## src/rtl/dual_port_ram_arbiter.sv

```systemverilog
// Two-client write and two-client read arbiter in front of a simple dual-port RAM.
// Round-robin per port, no back-to-back grants, read withheld on a same-address write collision.
module dual_port_ram_arbiter #(
    parameter int unsigned DATA_WIDTH    = 16,
    parameter int unsigned ADDRESS_SIZE  = 3,
    parameter int unsigned ADDRESS_DEPTH = 8
) (
    input  logic                    clk,
    input  logic                    rst,
    input  logic                    w0_req,
    input  logic                    w1_req,
    input  logic [ADDRESS_SIZE-1:0] w0_addr,
    input  logic [ADDRESS_SIZE-1:0] w1_addr,
    input  logic [DATA_WIDTH-1:0]   w0_data,
    input  logic [DATA_WIDTH-1:0]   w1_data,
    output logic                    w0_gnt,
    output logic                    w1_gnt,
    input  logic                    r0_req,
    input  logic                    r1_req,
    input  logic [ADDRESS_SIZE-1:0] r0_addr,
    input  logic [ADDRESS_SIZE-1:0] r1_addr,
    output logic                    r0_gnt,
    output logic                    r1_gnt,
    output logic                    r0_valid,
    output logic                    r1_valid,
    output logic [DATA_WIDTH-1:0]   r_data,
    output logic                    we,
    output logic [ADDRESS_SIZE-1:0] wr_addr,
    output logic [DATA_WIDTH-1:0]   wr_data,
    output logic                    re,
    output logic [ADDRESS_SIZE-1:0] rd_addr,
    input  logic [DATA_WIDTH-1:0]   rd_data
);

    if (ADDRESS_DEPTH != (32'd1 << ADDRESS_SIZE)) begin : g_depth_check
        $error("ADDRESS_DEPTH must equal 2**ADDRESS_SIZE");
    end

    // last-granted client per port: 1 means client 1, so client 0 wins the first conflict
    logic w_last;
    logic r_last;

    logic                    w_elig0, w_elig1, w_sel0, w_sel1, w_any;
    logic                    r_elig0, r_elig1, r_pick0, r_pick1, r_pick_any;
    logic                    hazard, r_sel0, r_sel1, r_any;
    logic [ADDRESS_SIZE-1:0] w_addr_win, r_addr_win;
    logic [DATA_WIDTH-1:0]   w_data_win;

    // arbitration for the next edge
    always_comb begin
        w_elig0    = 1'b0;
        w_elig1    = 1'b0;
        w_sel0     = 1'b0;
        w_sel1     = 1'b0;
        w_any      = 1'b0;
        w_addr_win = w0_addr;
        w_data_win = w0_data;
        r_elig0    = 1'b0;
        r_elig1    = 1'b0;
        r_pick0    = 1'b0;
        r_pick1    = 1'b0;
        r_pick_any = 1'b0;
        r_addr_win = r0_addr;
        hazard     = 1'b0;
        r_sel0     = 1'b0;
        r_sel1     = 1'b0;
        r_any      = 1'b0;

        w_elig0 = w0_req & ~w0_gnt;
        w_elig1 = w1_req & ~w1_gnt;
        w_sel1  = w_elig1 & (~w_elig0 | ~w_last);
        w_sel0  = w_elig0 & ~w_sel1;
        w_any   = w_sel0 | w_sel1;
        if (w_sel1) begin
            w_addr_win = w1_addr;
            w_data_win = w1_data;
        end

        r_elig0    = r0_req & ~r0_gnt;
        r_elig1    = r1_req & ~r1_gnt;
        r_pick1    = r_elig1 & (~r_elig0 | ~r_last);
        r_pick0    = r_elig0 & ~r_pick1;
        r_pick_any = r_pick0 | r_pick1;
        if (r_pick1) begin
            r_addr_win = r1_addr;
        end

        // a read colliding with this edge's write waits one edge so it sees the new data
        hazard = r_pick_any & w_any & (r_addr_win == w_addr_win);
        r_sel0 = r_pick0 & ~hazard;
        r_sel1 = r_pick1 & ~hazard;
        r_any  = r_sel0 | r_sel1;
    end

    always_ff @(posedge clk) begin
        if (rst) begin
            w0_gnt   <= 1'b0;
            w1_gnt   <= 1'b0;
            r0_gnt   <= 1'b0;
            r1_gnt   <= 1'b0;
            we       <= 1'b0;
            re       <= 1'b0;
            wr_addr  <= '0;
            wr_data  <= '0;
            rd_addr  <= '0;
            r0_valid <= 1'b0;
            r1_valid <= 1'b0;
            w_last   <= 1'b1;
            r_last   <= 1'b1;
        end else begin
            w0_gnt   <= w_sel0;
            w1_gnt   <= w_sel1;
            we       <= w_any;
            r0_gnt   <= r_sel0;
            r1_gnt   <= r_sel1;
            re       <= r_any;
            r0_valid <= r0_gnt;
            r1_valid <= r1_gnt;
            if (w_any) begin
                wr_addr <= w_addr_win;
                wr_data <= w_data_win;
                w_last  <= w_sel1;
            end
            if (r_any) begin
                rd_addr <= r_addr_win;
                r_last  <= r_sel1;
            end
        end
    end

    // shared return bus: RAM data only while a valid is up
    always_comb begin
        r_data = '0;
        if (r0_valid | r1_valid) begin
            r_data = rd_data;
        end
    end

endmodule

```

## config.mk

```make
export PLATFORM = sky130hd
export DESIGN_NAME = dual_port_ram_arbiter
export DESIGN_NICKNAME = d
export VERILOG_FILES = /design/src/rtl/dual_port_ram_arbiter.sv
export SDC_FILE = /design/constraint.sdc
export NUM_CORES = 1
export LEC_CHECK = 0
export CORE_MARGIN = 5
export CORE_UTILIZATION = 36
export DETAILED_ROUTE_END_ITERATION = 16
export PLACE_DENSITY_LB_ADDON = 0.3
export SLEW_MARGIN = 20
export SYNTH_ARGS = -nofsm -noshare
export SYNTH_HDL_FRONTEND = slang
export SYNTH_SLANG_ARGS = --single-unit
```

## constraint.sdc

```tcl
create_clock -name clk -period 4.05 [get_ports clk]
set_clock_uncertainty 0.05 [all_clocks]
set_input_delay 0.405 -clock clk [delete_from_list [all_inputs] [get_ports clk]]
set_output_delay 0.405 -clock clk [all_outputs]
set_load 0.05 [all_outputs]
```

==> flow_summary_export.csv, run 1 <==
group,metric,value,unit
run_status,outcome,"completed",
place,dpl_cell_area,2620,µm²
detailed_routing,detail-route-antenna-nets,0,
cts,cts_root_buffer,"sky130_fd_sc_hd__clkbuf_8",
setup_path,timing.critical_path.arrival,2.19,ns
detailed_routing,routed_wire_length_per_instance,13.9,µm
yosys,post_synth_main_area_contributors,"sky130_fd_sc_hd__dfxtp_1 43%, sky130_fd_sc_hd__mux2i_1 14%, sky130_fd_sc_hd__a211oi_1 10%",
sta,max-slew-margin-rel,0.291,
yosys,synth_common_cells,"32 x sky130_fd_sc_hd__dfxtp_1, 22 x sky130_fd_sc_hd__nor2_1, 21 x sky130_fd_sc_hd__mux2i_1",
yosys,synthesis.yosys.warnings,0,
yosys,synth_fp_nets,222,
grt,gr-usage-all-layers,0.153,
hold_path,hold-path-endpoint,"r1_valid",
yosys,syn-instance-count,156,
setup_path,start_kind,"register",
floorplan,effective_utilization_at_floorplan,0.372,
finish,layout-drive-gt1-share,0.0528,
grt,grt_remaining_overflow,0,
flow_run,max-cap-violations,0,
yosys,area_share_of_the_leading_cell_type_in_the_synthesized_netlist,0.427,
setup_path,critPathCaptureType,"output pin",
cts,cts_repair_resize_count,0,
setup_path,worstPathRequired,3.60,ns
setup_path,reg2reg_depth,6,
sta,tmin_final,2.65,ns
cts,post_cts_repair_timing_setup_buffer_count,0,
cts,clock_tree_from_tritoncts,"yes",
place,dpl.hpwl,3470,µm
detailed_routing,route.detailed.drc,0,
yosys,syn-mean-instance-area,9.62,µm²
setup_path,end_of_the_worst_register_to_register_path,"r_last",
cts,insertion_delay,0.28,ns
hold_path,worst_hold_path_type,"register to register",
yosys,synth-edff-count,0,
cts,ctsHoldBuffers,0,
detailed_routing,drt_wl_total,4370,µm
sta,finalHoldViolCount,0,
power_and_ir_drop,pwr_density_cell,390,nW/µm²
yosys,synth.cell_area,1500,µm²
power_and_ir_drop,power.ir.vdd_worst,0.222,mV
floorplan,io-pin-count,112,
finish,finalNetCount,330,
cts,ctsLongestPathBuffers,2,
cts,clk_pin_slew,0.06,ns
floorplan,fp.dieArea,5560,µm²
sta,rsz0062_at_grt,"false",
detailed_routing,drt_iter0_drc,89,
detailed_routing,detail_route.first_pass.iterations,2,
setup_path,critical_path_class,"register to output pin",
yosys,ys_ff_latch,32,
place,pre_cts_ws,1.33,ns
hold_path,hold_path_startpoint,"r1_gnt",
floorplan,floorplan.rows,23,
hold_path,min_delay_path_depth,1,
sta,setup_viol,0,
floorplan,floorplan.die.height,74.6,µm
grt,grt_antenna_before_repair,0,
power_and_ir_drop,total_leakage_power,0.00113,µW
finish,design_area,2750,µm²
cts,cts_made_buffers,5,
grt,grt_pass1_wl,6490,µm
sta,fin_crit_sh,0.654,
finish,antenna_cells_inserted,0,
sta,slew_limit_fails,0,
yosys,synth_top_area_cell,"sky130_fd_sc_hd__dfxtp_1",
floorplan,coreArea,4030,µm²
detailed_routing,vias,1462,
grt,grt_pass1_vias,1359,
cts,clock_tree.htree_level_count,2,
sta,maximum_achievable_frequency,0.377,GHz
finish,syn_to_final_growth,83.2,%
place,gp_routability_congestion,0.714,
cts,clock-sinks,32,
setup_path,timing.critical_path.fanout_max,16,
yosys,post-synth-top-count-cell,"sky130_fd_sc_hd__dfxtp_1",
sta,tightest_slew,1.06,ns
grt,maximum_number_of_pins_on_one_net_before_global_route_repair,41,
yosys,asyncSetResetFlopFracSynth,0,
yosys,flip_flop_cell_with_the_highest_count_after_synthesis,"sky130_fd_sc_hd__dfxtp_1",
sta,setup_slack,1.40,ns
yosys,synth.distinct_cells,25,
place,place.port_buffers,111,
floorplan,die_w,74.6,µm
setup_path,r2r-start,"w0_gnt",
yosys,ys_seq_area_frac,0.427,
detailed_routing,drt-vias-per-instance,4.64,
setup_path,ff2ff_setup_slack,1.89,ns
sta,setup_total_negative_slack,0,ns
[per-layer routing]
layer	share of wire	up-vias	track usage
met1	0.40	623	0.180
met3	0.14	4	0.0865
met5	0	-	0
li1	-	770	-
met4	0.0089	0	0.0415
met2	0.46	65	0.242
[cell usage in the layout, fill, tap and decap left out, types with 2 or more instances in the layout]
master,count
sky130_fd_sc_hd__clkdlybuf4s50_1,111
sky130_fd_sc_hd__dfxtp_1,32
sky130_fd_sc_hd__nor2_1,22
sky130_fd_sc_hd__mux2i_1,21
sky130_fd_sc_hd__a211oi_1,20
sky130_fd_sc_hd__nor2b_1,18
sky130_fd_sc_hd__clkbuf_8,7
sky130_fd_sc_hd__nand2b_1,4
sky130_fd_sc_hd__nand2_1,3
sky130_fd_sc_hd__xnor2_1,3
sky130_fd_sc_hd__inv_1,3
sky130_fd_sc_hd__o221a_1,3
sky130_fd_sc_hd__nor3_1,3
sky130_fd_sc_hd__a21oi_1,2
sky130_fd_sc_hd__nand3_1,2
[worst max-delay path by stage]
stage / from / endpoint / slack [ns] / depth (start not counted)
floorplan: r1_valid / r_data[10] / 1.83 / 3
global placement: w0_req / r_last / 1.38 / 7
detailed placement: w0_req / r_last / 1.33 / 7
CTS: r1_valid / r_data[8] / 1.42 / 3
global route: r1_valid / r_data[11] / 1.22 / 3
finish: r1_valid / r_data[8] / 1.40 / 3
[cell type report]
cell class | instances | area (µm²)
clock buffers | 7 | 96.3
clock inverters | 1 | 30.0
fillers | 347 | 1280
inverters | 3 | 11.3
multi-input cells | 110 | 790
flip-flops and latches | 32 | 641
well taps | 50 | 62.6
repair buffers | 112 | 1120
[stage by stage]
| step | instances | total power, µW | utilization | hold WS, ns |
|---|---|---|---|---|
| floorplan | 156 | 605 | - | 0.423 |
| global placement | 307 | 751 | 0.651 | 0.435 |
| detailed placement | 307 | 755 | 0.651 | 0.434 |
| CTS | 315 | 1090 | 0.682 | 0.446 |
| global route | 315 | 1120 | 0.682 | 0.462 |
| finish | 315 | 1070 | 0.682 | 0.442 |
[power breakdown]
part           switching [µW]  internal [µW]
Clock                     110            217
Sequential               16.2            347
Combinational             219            164
Total                     345            727
[state kept, by name, indices dropped and copies added (netlist names)]
register / count
r_last: 1
w1_gnt: 1
wr_addr: 3
r1_gnt: 1
re: 1
r0_gnt: 1
w_last: 1
r0_valid: 1
r1_valid: 1
rd_addr: 3
wr_data: 16
w0_gnt: 1
we: 1
[cell families after synthesis]
| family | count (synthesis) | synth area share |
|---|---|---|
| muxes | 22 | 0.149 |
| AOI/OAI and AO/OA | 27 | 0.146 |
| DFF | 32 | 0.427 |
| xor gates and xnor gates | 3 | 0.0175 |
| and+or+nand+nor | 58 | 0.214 |
| buffers and inverters | 14 | 0.0467 |
[critical path: stages, from the launching register on]
cell and delay (ns):
sky130_fd_sc_hd__dfxtp_1 0.31, sky130_fd_sc_hd__nor2_1 0.74, sky130_fd_sc_hd__nor2b_1 0.11, sky130_fd_sc_hd__clkdlybuf4s50_1 0.75
Power figures use the tool's default switching activity.
==> run 2: changes to the inputs <==
Settings changed: CORE_UTILIZATION 36 to 34.
Clock period 4.05 ns to 2.5 ns, I/O delays scaled along.
==> run 2 against run 1 <==
  * Flip-flop and latch count unchanged
  * Power up 50%
  * Global-route usage down 0.75 points
  * Routed wire length up 0.89%
  * Non-clock buffer count up 2
  * First-iteration DRC count down 1.1%
  * Setup slack worse by 1.1 ns
  * Via count up 2.2%
  * Die area up 5.1%
==> flow_summary_export.csv, run 2 (synthesized netlist as in run 1, its figures left out) <==
group,metric,value,unit
run_status,outcome,"completed",
power_and_ir_drop,cell_internal_pwr,1050,µW
power_and_ir_drop,sw_frac_of_total,0.344,
sta,max-slew-margin-rel,0.584,
power_and_ir_drop,power.combinational.fraction,0.387,
cts,post_cts_repair_timing_setup_buffer_count,0,
setup_path,critPathCaptureType,"output pin",
place,gp_routability_congestion,0.830,
floorplan,die_w,76.4,µm
power_and_ir_drop,pwr_density_cell,587,nW/µm²
finish,finalNetCount,332,
finish,layout-drive-gt1-share,0.0562,
sta,tightest_slew,0.622,ns
cts,clock-sinks,32,
grt,grt_pass1_vias,1447,
detailed_routing,drt_iter0_drc,88,
setup_path,crit_buf_inv,1,
setup_path,start_kind,"register",
grt,grt_remaining_overflow,0,
detailed_routing,drt-vias-per-instance,4.68,
finish,layout_common_cells,"111 x sky130_fd_sc_hd__clkdlybuf4s50_1, 32 x sky130_fd_sc_hd__dfxtp_1, 21 x sky130_fd_sc_hd__mux2i_1, 21 x sky130_fd_sc_hd__nor2_1, 20 x sky130_fd_sc_hd__a211oi_1",
detailed_routing,vias,1494,
place,place.port_buffers,111,
detailed_routing,drt_wl_total,4410,µm
power_and_ir_drop,power_switching,552,µW
cts,clk_pin_slew,0.06,ns
detailed_routing,route.detailed.drc,0,
sta,finalHoldViolCount,0,
power_and_ir_drop,proportion_of_power_drawn_by_flip_flops_and_latches,0.367,
detailed_routing,routed_wire_length_per_instance,13.8,µm
power_and_ir_drop,power.ir.vdd_worst,0.323,mV
place,dpl_cell_area,2640,µm²
power_and_ir_drop,power.share.clock,0.245,
detailed_routing,detail_route.first_pass.iterations,4,
setup_path,critPathTopFamily,"buffers and inverters",
flow_run,max-cap-violations,0,
grt,gr-usage-all-layers,0.146,
detailed_routing,detail-route-antenna-nets,0,
place,dpl.hpwl,3650,µm
finish,antenna_cells_inserted,0,
floorplan,io-pin-count,112,
grt,maximum_number_of_pins_on_one_net_before_global_route_repair,39,
floorplan,effective_utilization_at_floorplan,0.347,
sta,maximum_achievable_frequency,0.457,GHz
sta,setup_viol,0,
finish,syn_to_final_growth,82.2,%
cts,clock_tree.htree_level_count,2,
setup_path,timing.critical_path.fanout_max,16,
sta,rsz0062_at_grt,"false",
floorplan,floorplan.die.height,76.4,µm
sta,finalHoldWorstSlack,0.445,ns
finish,final_common_cell,"sky130_fd_sc_hd__clkdlybuf4s50_1",
place,placed_cells_incl_taps,311,
grt,grt_pass1_wl,6900,µm
floorplan,floorplan.rows,24,
setup_path,critical_path_class,"register to output pin",
sta,slew_limit_fails,0,
setup_path,path_cells,"nor2_2 > nor2b_1 > clkdlybuf4s50_1",
setup_path,worstPathRequired,2.20,ns
finish,layout.cells.non_filler,319,
floorplan,coreArea,4320,µm²
hold_path,worst_hold_path_type,"register to register",
finish,register_with_the_most_flip_flops,"wr_data",
sta,tmin_final,2.19,ns
cts,cts_root_buffer,"sky130_fd_sc_hd__clkbuf_8",
cts,insertion_delay,0.28,ns
cts,clock_tree_from_tritoncts,"yes",
power_and_ir_drop,total_leakage_power,0.00112,µW
floorplan,fp.dieArea,5840,µm²
sta,fin_crit_sh,0.874,
cts,cts_made_buffers,5,
setup_path,timing.critical_path.slowest_cell_delay,0.74,ns
setup_path,timing.critical_path.arrival,1.89,ns
finish,largest_register_ff_count,16,
grt,grt_antenna_before_repair,0,
cts,ctsLongestPathBuffers,2,
finish,design_area,2730,µm²
finish,largest_registers,"wr_data x16, rd_addr x3, wr_addr x3",
sta,setup_total_negative_slack,0,ns
setup_path,critPathSlowestCell,"sky130_fd_sc_hd__clkdlybuf4s50_1",
run 2: worst reg2reg max path: cells and delay by family, from the launching register on:
kind                      cells  cell delay, ns
AOI/OAI and AO/OA             1            0.14
xor gates and xnor gates      1            0.19
DFF                           1            0.32
muxes                         1            0.35
and+or+nand+nor               3            0.74
run 2: final timing paths:
path | from | endpoint | slack, ns | cells after the start
min | wr_data[13] | wr_data[13] | 0.44 | 2
max | r1_valid | r_data[14] | 0.31 | 3
max reg2reg | r0_gnt | r_last | 0.57 | 6
min reg2reg | wr_data[13] | wr_data[13] | 0.44 | 2
run 2: per-layer routing:
metal	up-vias	global-route usage	wire, µm
met5	-	0	0
met3	5	0.0697	479
met2	74	0.245	2030
met1	646	0.164	1850
met4	0	0.0420	54
li1	769	-	-
run 2: final cells by class:
class	count	area (µm²)
Clock buffer	8	90.1
Sequential cell	32	641
Tap cell	52	65.1
Inverter	3	11.3
Fill cell	386	1590
Multi-Input combinational cell	110	792
Timing Repair Buffer	114	1130
run 2: per-stage QoR:
stage	total power, µW	util	worst slack [ns]
CTS	1630	0.631	0.00914
detailed placement	1230	0.611	0.202
global placement	1220	0.611	0.311
finish	1600	0.632	0.314
global route	1680	0.632	0.200
floorplan	980	-	0.433
run 2: power groups by stage:
stage / registers (µW) / clock network (µW) / logic (µW)
global placement: 598 / 0 / 622
global route: 595 / 429 / 658
finish: 590 / 393 / 622
CTS: 590 / 409 / 628
detailed placement: 601 / 0 / 626
floorplan: 761 / 0 / 219
run 2: repair_timing:
| item | 4_1_cts | 5_1_grt |
|---|---|---|
| setup endpoints to repair | 0 | 16 |
| resized for setup | 0 | 1 |
| hold buffers | 0 | 0 |
